<file path="src/rtl/instr_sequencer_pkg.sv">
// Shared constants and state type for the instruction sequencer.
// Optional single-step support is selected with SEQ_SINGLE_STEP_EN.
package seq_pkg;

  localparam int INSTR_W  = 16;
  localparam int OPC_MSB  = 15;
  localparam int OPC_LSB  = 12;
  localparam int ADDR_MSB = 7;
  localparam int ADDR_LSB = 0;

  localparam logic [3:0] OP_NOP  = 4'h0;
  localparam logic [3:0] OP_LDA  = 4'h1;
  localparam logic [3:0] OP_STA  = 4'h2;
  localparam logic [3:0] OP_ADD  = 4'h3;
  localparam logic [3:0] OP_SUB  = 4'h4;
  localparam logic [3:0] OP_AND  = 4'h5;
  localparam logic [3:0] OP_OR   = 4'h6;
  localparam logic [3:0] OP_NOT  = 4'h7;
  localparam logic [3:0] OP_JMP  = 4'h8;
  localparam logic [3:0] OP_JZ   = 4'h9;
  localparam logic [3:0] OP_HALT = 4'hF;

  typedef enum logic [2:0] {
    ST_IDLE,
    ST_FETCH,
    ST_DECODE,
    ST_MEM_RD,
    ST_EXEC,
    ST_MEM_WR,
    ST_HALT
`ifdef SEQ_SINGLE_STEP_EN
    , ST_STEP_WAIT
`endif
  } state_e;

endpackage

</file>
<file path="src/rtl/instr_sequencer_opdec.sv">
// Combinational opcode-class decoder; opcodes A-E and NOP fall through
// with every class flag low.
module seq_opdec
  import seq_pkg::*;
#(
  parameter int OP_W = 4
) (
  input  logic [OP_W-1:0] opcode,
  output logic            is_mem_rd,
  output logic            is_mem_wr,
  output logic            is_alu_only,
  output logic            is_jmp,
  output logic            is_jz,
  output logic            is_halt
);

  always_comb begin
    is_mem_rd   = 1'b0;
    is_mem_wr   = 1'b0;
    is_alu_only = 1'b0;
    is_jmp      = 1'b0;
    is_jz       = 1'b0;
    is_halt     = 1'b0;
    case (opcode)
      OP_LDA, OP_ADD, OP_SUB, OP_AND, OP_OR: is_mem_rd   = 1'b1;
      OP_STA:                                is_mem_wr   = 1'b1;
      OP_NOT:                                is_alu_only = 1'b1;
      OP_JMP:                                is_jmp      = 1'b1;
      OP_JZ:                                 is_jz       = 1'b1;
      OP_HALT:                               is_halt     = 1'b1;
      default: ;
    endcase
  end

endmodule

</file>
<file path="src/rtl/instr_sequencer.sv">
// Fetch/decode/execute controller for the 8-bit accumulator CPU; owns PC and IR.
// Define SEQ_SINGLE_STEP_EN to add step_en/step ports and the STEP_WAIT state.
module instr_sequencer
  import seq_pkg::*;
#(
  parameter int ADDR_W = 8,
  parameter int OP_W   = 4
) (
  input  logic              clk,
  input  logic              reset,
  input  logic              start,
`ifdef SEQ_SINGLE_STEP_EN
  input  logic              step_en,
  input  logic              step,
`endif
  output logic [ADDR_W-1:0] imem_addr,
  output logic              imem_req,
  input  logic              imem_ack,
  input  logic [15:0]       instr,
  output logic [ADDR_W-1:0] dmem_addr,
  output logic              dmem_rd,
  output logic              dmem_wr,
  input  logic              dmem_ack,
  input  logic              acc_zero,
  output logic [OP_W-1:0]   alu_op,
  output logic              acc_we,
  output logic              halted
);

  state_e              state_q, state_d, fetch_st;
  logic [ADDR_W-1:0]   pc_q, pc_d;
  logic [INSTR_W-1:0]  ir_q, ir_d;
  logic                imem_req_q, imem_req_d;
  logic                dmem_rd_q, dmem_rd_d;
  logic                dmem_wr_q, dmem_wr_d;
  logic                acc_we_q, acc_we_d;
  logic                halted_q, halted_d;

  logic [OP_W-1:0]     opcode;
  logic [3:0]          unused_rsvd;
  logic                is_mem_rd, is_mem_wr, is_alu_only, is_jmp, is_jz, is_halt;

  assign opcode      = ir_q[OPC_MSB:OPC_LSB];
  assign unused_rsvd = ir_q[11:8];

  seq_opdec #(.OP_W(OP_W)) u_opdec (
    .opcode      (opcode),
    .is_mem_rd   (is_mem_rd),
    .is_mem_wr   (is_mem_wr),
    .is_alu_only (is_alu_only),
    .is_jmp      (is_jmp),
    .is_jz       (is_jz),
    .is_halt     (is_halt)
  );

  always_comb begin
    // Every edge that would enter FETCH is routed through this target so
    // single-step can intercept all of them in one place.
    fetch_st = ST_FETCH;
`ifdef SEQ_SINGLE_STEP_EN
    if (step_en) fetch_st = ST_STEP_WAIT;
`endif
    state_d = state_q;
    pc_d    = pc_q;
    ir_d    = ir_q;
    case (state_q)
      ST_IDLE:   if (start) state_d = fetch_st;
      ST_FETCH: begin
        if (imem_ack) begin
          ir_d    = instr;
          pc_d    = pc_q + 1'b1;
          state_d = ST_DECODE;
        end
      end
      ST_DECODE: begin
        if (is_halt)          state_d = ST_HALT;
        else if (is_mem_rd)   state_d = ST_MEM_RD;
        else if (is_mem_wr)   state_d = ST_MEM_WR;
        else if (is_alu_only) state_d = ST_EXEC;
        else begin
          if (is_jmp || (is_jz && acc_zero)) pc_d = ir_q[ADDR_MSB:ADDR_LSB];
          state_d = fetch_st;
        end
      end
      ST_MEM_RD: if (dmem_ack) state_d = ST_EXEC;
      ST_EXEC:   state_d = fetch_st;
      ST_MEM_WR: if (dmem_ack) state_d = fetch_st;
      ST_HALT:   state_d = ST_HALT;
`ifdef SEQ_SINGLE_STEP_EN
      ST_STEP_WAIT: if (step) state_d = ST_FETCH;
`endif
      default:   state_d = ST_IDLE;
    endcase

    // Moore outputs registered from the next state so they line up with state_q.
    imem_req_d = (state_d == ST_FETCH);
    dmem_rd_d  = (state_d == ST_MEM_RD);
    dmem_wr_d  = (state_d == ST_MEM_WR);
    acc_we_d   = (state_d == ST_EXEC);
    halted_d   = (state_d == ST_HALT);
  end

  always_ff @(posedge clk) begin
    if (reset) begin
      state_q    <= ST_IDLE;
      pc_q       <= '0;
      ir_q       <= '0;
      imem_req_q <= 1'b0;
      dmem_rd_q  <= 1'b0;
      dmem_wr_q  <= 1'b0;
      acc_we_q   <= 1'b0;
      halted_q   <= 1'b0;
    end else begin
      state_q    <= state_d;
      pc_q       <= pc_d;
      ir_q       <= ir_d;
      imem_req_q <= imem_req_d;
      dmem_rd_q  <= dmem_rd_d;
      dmem_wr_q  <= dmem_wr_d;
      acc_we_q   <= acc_we_d;
      halted_q   <= halted_d;
    end
  end

  assign imem_addr = pc_q;
  assign imem_req  = imem_req_q;
  assign dmem_addr = ir_q[ADDR_MSB:ADDR_LSB];
  assign dmem_rd   = dmem_rd_q;
  assign dmem_wr   = dmem_wr_q;
  assign alu_op    = opcode;
  assign acc_we    = acc_we_q;
  assign halted    = halted_q;

endmodule

</file>
<file path="config.mk">
export PLATFORM = sky130hd
export DESIGN_NAME = instr_sequencer
export DESIGN_NICKNAME = d
export VERILOG_FILES = /design/src/rtl/instr_sequencer_pkg.sv /design/src/rtl/instr_sequencer_opdec.sv /design/src/rtl/instr_sequencer.sv
export SDC_FILE = /design/constraint.sdc
export NUM_CORES = 1
export LEC_CHECK = 0
export ABC_CLOCK_PERIOD_IN_PS = 1400
export CAP_MARGIN = 20
export CORE_MARGIN = 2
export CORE_UTILIZATION = 40
export CTS_CLUSTER_DIAMETER = 120
export DETAILED_ROUTE_END_ITERATION = 16
export PLACE_DENSITY = 0.83
export SYNTH_ARGS = -nofsm -noshare
export SYNTH_HDL_FRONTEND = slang
export SYNTH_SLANG_ARGS = --single-unit
</file>
<file path="constraint.sdc">
create_clock -name clk -period 1.4 [get_ports clk]
set_input_delay 0.28 -clock clk [delete_from_list [all_inputs] [get_ports clk]]
set_output_delay 0.28 -clock clk [all_outputs]
set_load 0.05 [all_outputs]
</file>
==> impl_metrics.py, run 1 <==
metrics = {
    "clock_tree": {
        "clk_latency_ns": 0.33,
        "clk_pin_slew_ns": 0.16,
        "clock_path_buffers": 2,
        "cts_max_level": 1,
        "hold_buffers": 0,
        "clock-sinks": 28,
        "cts_tree": "built",
        "numCtsBuffers": 3,
        "root_buffer": "clkbuf_4",
    },
    "timing": {
        "timing.final.crit_share_pct": 106,
        "setup_tns_ns": -0.400,
        "tightestPinTransition_ns": 0.406,
        "setup_violations": 8,
        "rsz0062_at_grt": "true",
        "fmax_mhz": 672,
        "fin_ws_ns": -0.0892,
        "relSlewSlack_pct": 72.7,
        "period_needed_ns": 1.49,
        "hold_viol": 0,
        "final_max_slew_viol_count": 0,
        "skew_ns": 0.0116,
    },
    "finish": {
        "syn_to_final_growth_pct": 77.8,
        "antenna_cells": 0,
        "mostFrequentLayoutCells": "nand2_1, buf_12, buf_4",
        "drive_gt1_share_pct": 39.0,
        "post-route-util_pct": 74.0,
        "n_fill_cell": 221,
        "nets": 252,
        "layout_commonest_cell": "nand2_1",
        "design_area_um2": 2450,
    },
    "logic_synthesis": {
        "synth.area.top_cells": "dfxtp_1, nand2_1, a21oi_1",
        "synth-main-ff-cell": "dfxtp_1",
        "ys_seq_elements": 28,
        "synth-seq-area-share_pct": 40.7,
        "synth-edff-count": 0,
        "synth_cell_types": 45,
        "async_flop_share_pct": 0,
        "yosys.area.top_type_share_pct": 40.7,
        "syn-instance-count": 168,
        "synth_warnings": 0,
        "synth_nets": 191,
        "avgSynthCellArea_um2": 8.21,
        "syn_area_um2": 1380,
        "synth_top_area_cell": "dfxtp_1",
    },
    "setup_path": {
        "r2r_setup_slack_ns": -0.09,
        "worstSetupEndpoint": "halted",
        "cp-start-kind": "flip-flop",
        "critPathMaxFanout": 8,
        "reg2regPathDepth": 4,
        "reg2reg_to": "halted",
        "required_ns": 1.65,
        "endpoint_kind": "flip-flop",
        "worst-setup-path-type": "reg2reg",
        "worstPathArrival_ns": 1.73,
        "critPathLaunch": "state_q[0]",
        "worstReg2RegStart": "state_q[0]",
    },
    "global_routing": {
        "antenna_found_initial": 0,
        "track_usage_pct": 19.1,
        "grt-ovfl-total": 0,
        "grt_pass1_vias": 1370,
        "grt_pass1_wl_um": 6160,
        "grt_max_degree": 20,
    },
    "power": {
        "leakage_uw": 0.000891,
        "powerDensity_nw_per_um2": 720,
        "vdd_drop_max_mv": 0.621,
    },
    "flow_run": {
        "cap_violations": 0,
    },
    "floorplan": {
        "die_h_um": 62.7,
        "core_area_um2": 3310,
        "io_pins": 47,
        "dieWidth_um": 62.7,
        "start_util_pct": 41.6,
        "die_area_um2": 3930,
        "rows": 21,
    },
    "hold_path": {
        "hp-class": "in2reg",
    },
    "place": {
        "post-place-ws_ns": -0.359,
        "hpwl_um": 2760,
        "place_area_um2": 2220,
        "port_buffers": 42,
        "gp_congestion": 0.876,
    },
    "route": {
        "ant_nets": 0,
        "routed_wl_um": 4540,
        "drt_iter0_drc": 142,
        "via_per_inst": 5.58,
        "num_vias": 1529,
        "post_drt_wl_per_cell_um": 16.6,
        "drtPass1Iterations": 4,
        "drcViolationCount": 0,
    },
    "status": {
        "violations": "negative setup slack",
        "status": "finished, violations left",
    },
}
-- synthesized netlist by cell type (2+ instances only) --
cell,instances
o21ai_0,12
nand2_1,29
and2_1,6
nor3_1,2
a31oi_1,3
and3_1,4
nand3_1,3
inv_1,3
clkbuf_1,4
buf_2,4
nor3b_1,2
nand2b_1,3
nor2_1,10
dfxtp_1,28
a21oi_1,21
o21ai_1,2
a211oi_1,3
nor4_1,2
-- cells by family (layout without fill, tap and decap cells) --
| family | count (synthesis) | after routing | share of synthesized area (%) |
|---|---|---|---|
| simple gates | 71 | 71 | 27.6 |
| mux | 1 | 1 | 0.726 |
| fa+ha+maj | 1 | 1 | 0.907 |
| buf+inv | 13 | 73 | 4.45 |
| compound gates | 54 | 54 | 25.7 |
| flops | 28 | 28 | 40.7 |
-- sequential cells by signal, indices dropped and copies added (netlist names) --
name	flops
acc_we	1
imem_addr	8
dmem_rd	1
dmem_wr	1
imem_req	1
state_q	3
halted	1
ir_q	12
-- worst min-delay path by stage --
stage	slack, ns	to	cells past startpoint	startpoint
2_1_floorplan	0.41	ir_q[13]	2	instr[13]
3_3_place_gp	0.49	ir_q[2]	2	ir_q[2]
3_5_place_dp	0.50	ir_q[2]	2	ir_q[2]
4_1_cts	0.47	ir_q[7]	3	instr[7]
5_1_grt	0.48	ir_q[7]	3	instr[7]
6_report	0.46	ir_q[12]	3	instr[12]
-- through the flow --
stage | cells | power, uW | hold WS (ns)
5_1_grt | 274 | 1830 | 0.477
3_3_place_gp | 265 | 1300 | 0.494
4_1_cts | 269 | 1710 | 0.473
3_5_place_dp | 265 | 1310 | 0.499
2_1_floorplan | 168 | 1090 | 0.406
6_report | 274 | 1760 | 0.460
-- report_power, final --
group          total (uW)  leakage (uW)  switching (uW)  internal (uW)
Combinational         489      0.000635             246            242
Clock                 407     0.0000210             248            159
Sequential            869      0.000235            46.5            822
-- layer usage --
layer | share of wire, % | track usage (%) | up-vias
met1 | 40 | 23.2 | 699
met5 | 0 | 0 | -
met4 | 2.7 | 5.00 | 0
met2 | 52 | 34.1 | 83
met3 | 5.5 | 3.78 | 16
li1 | - | - | 731
-- layout make-up --
cell class,instances,area [um^2],area share [%]
clock buffers,4,36.3,1.48
multi-input cells,127,893,36.4
inverters,3,11.3,0.459
well taps,46,57.6,2.35
repair buffers,66,861,35.1
flip-flops and latches,28,592,24.1
-- worst max-delay path, cell delays in order, from the launching register on --
cell	delay, ns
dfxtp_4	0.42
or2_1	0.25
a21oi_2	0.21
o221ai_2	0.17
a2111oi_2	0.36
-- timing repair --
item | CTS | global route
gates cloned | 0 | 0
pin swaps | 7 | 3
setup endpoints to repair | 13 | 14
resized for setup | 14 | 22
setup buffers | 0 | 5
No activity file was read; power rests on OpenSTA's default activity.
==> run 2: changes to the inputs <==
Settings changed: SLEW_MARGIN set to 5.
==> results of run 2 <==
Same layout as run 1: the final DEF is identical, and so are final timing and power.
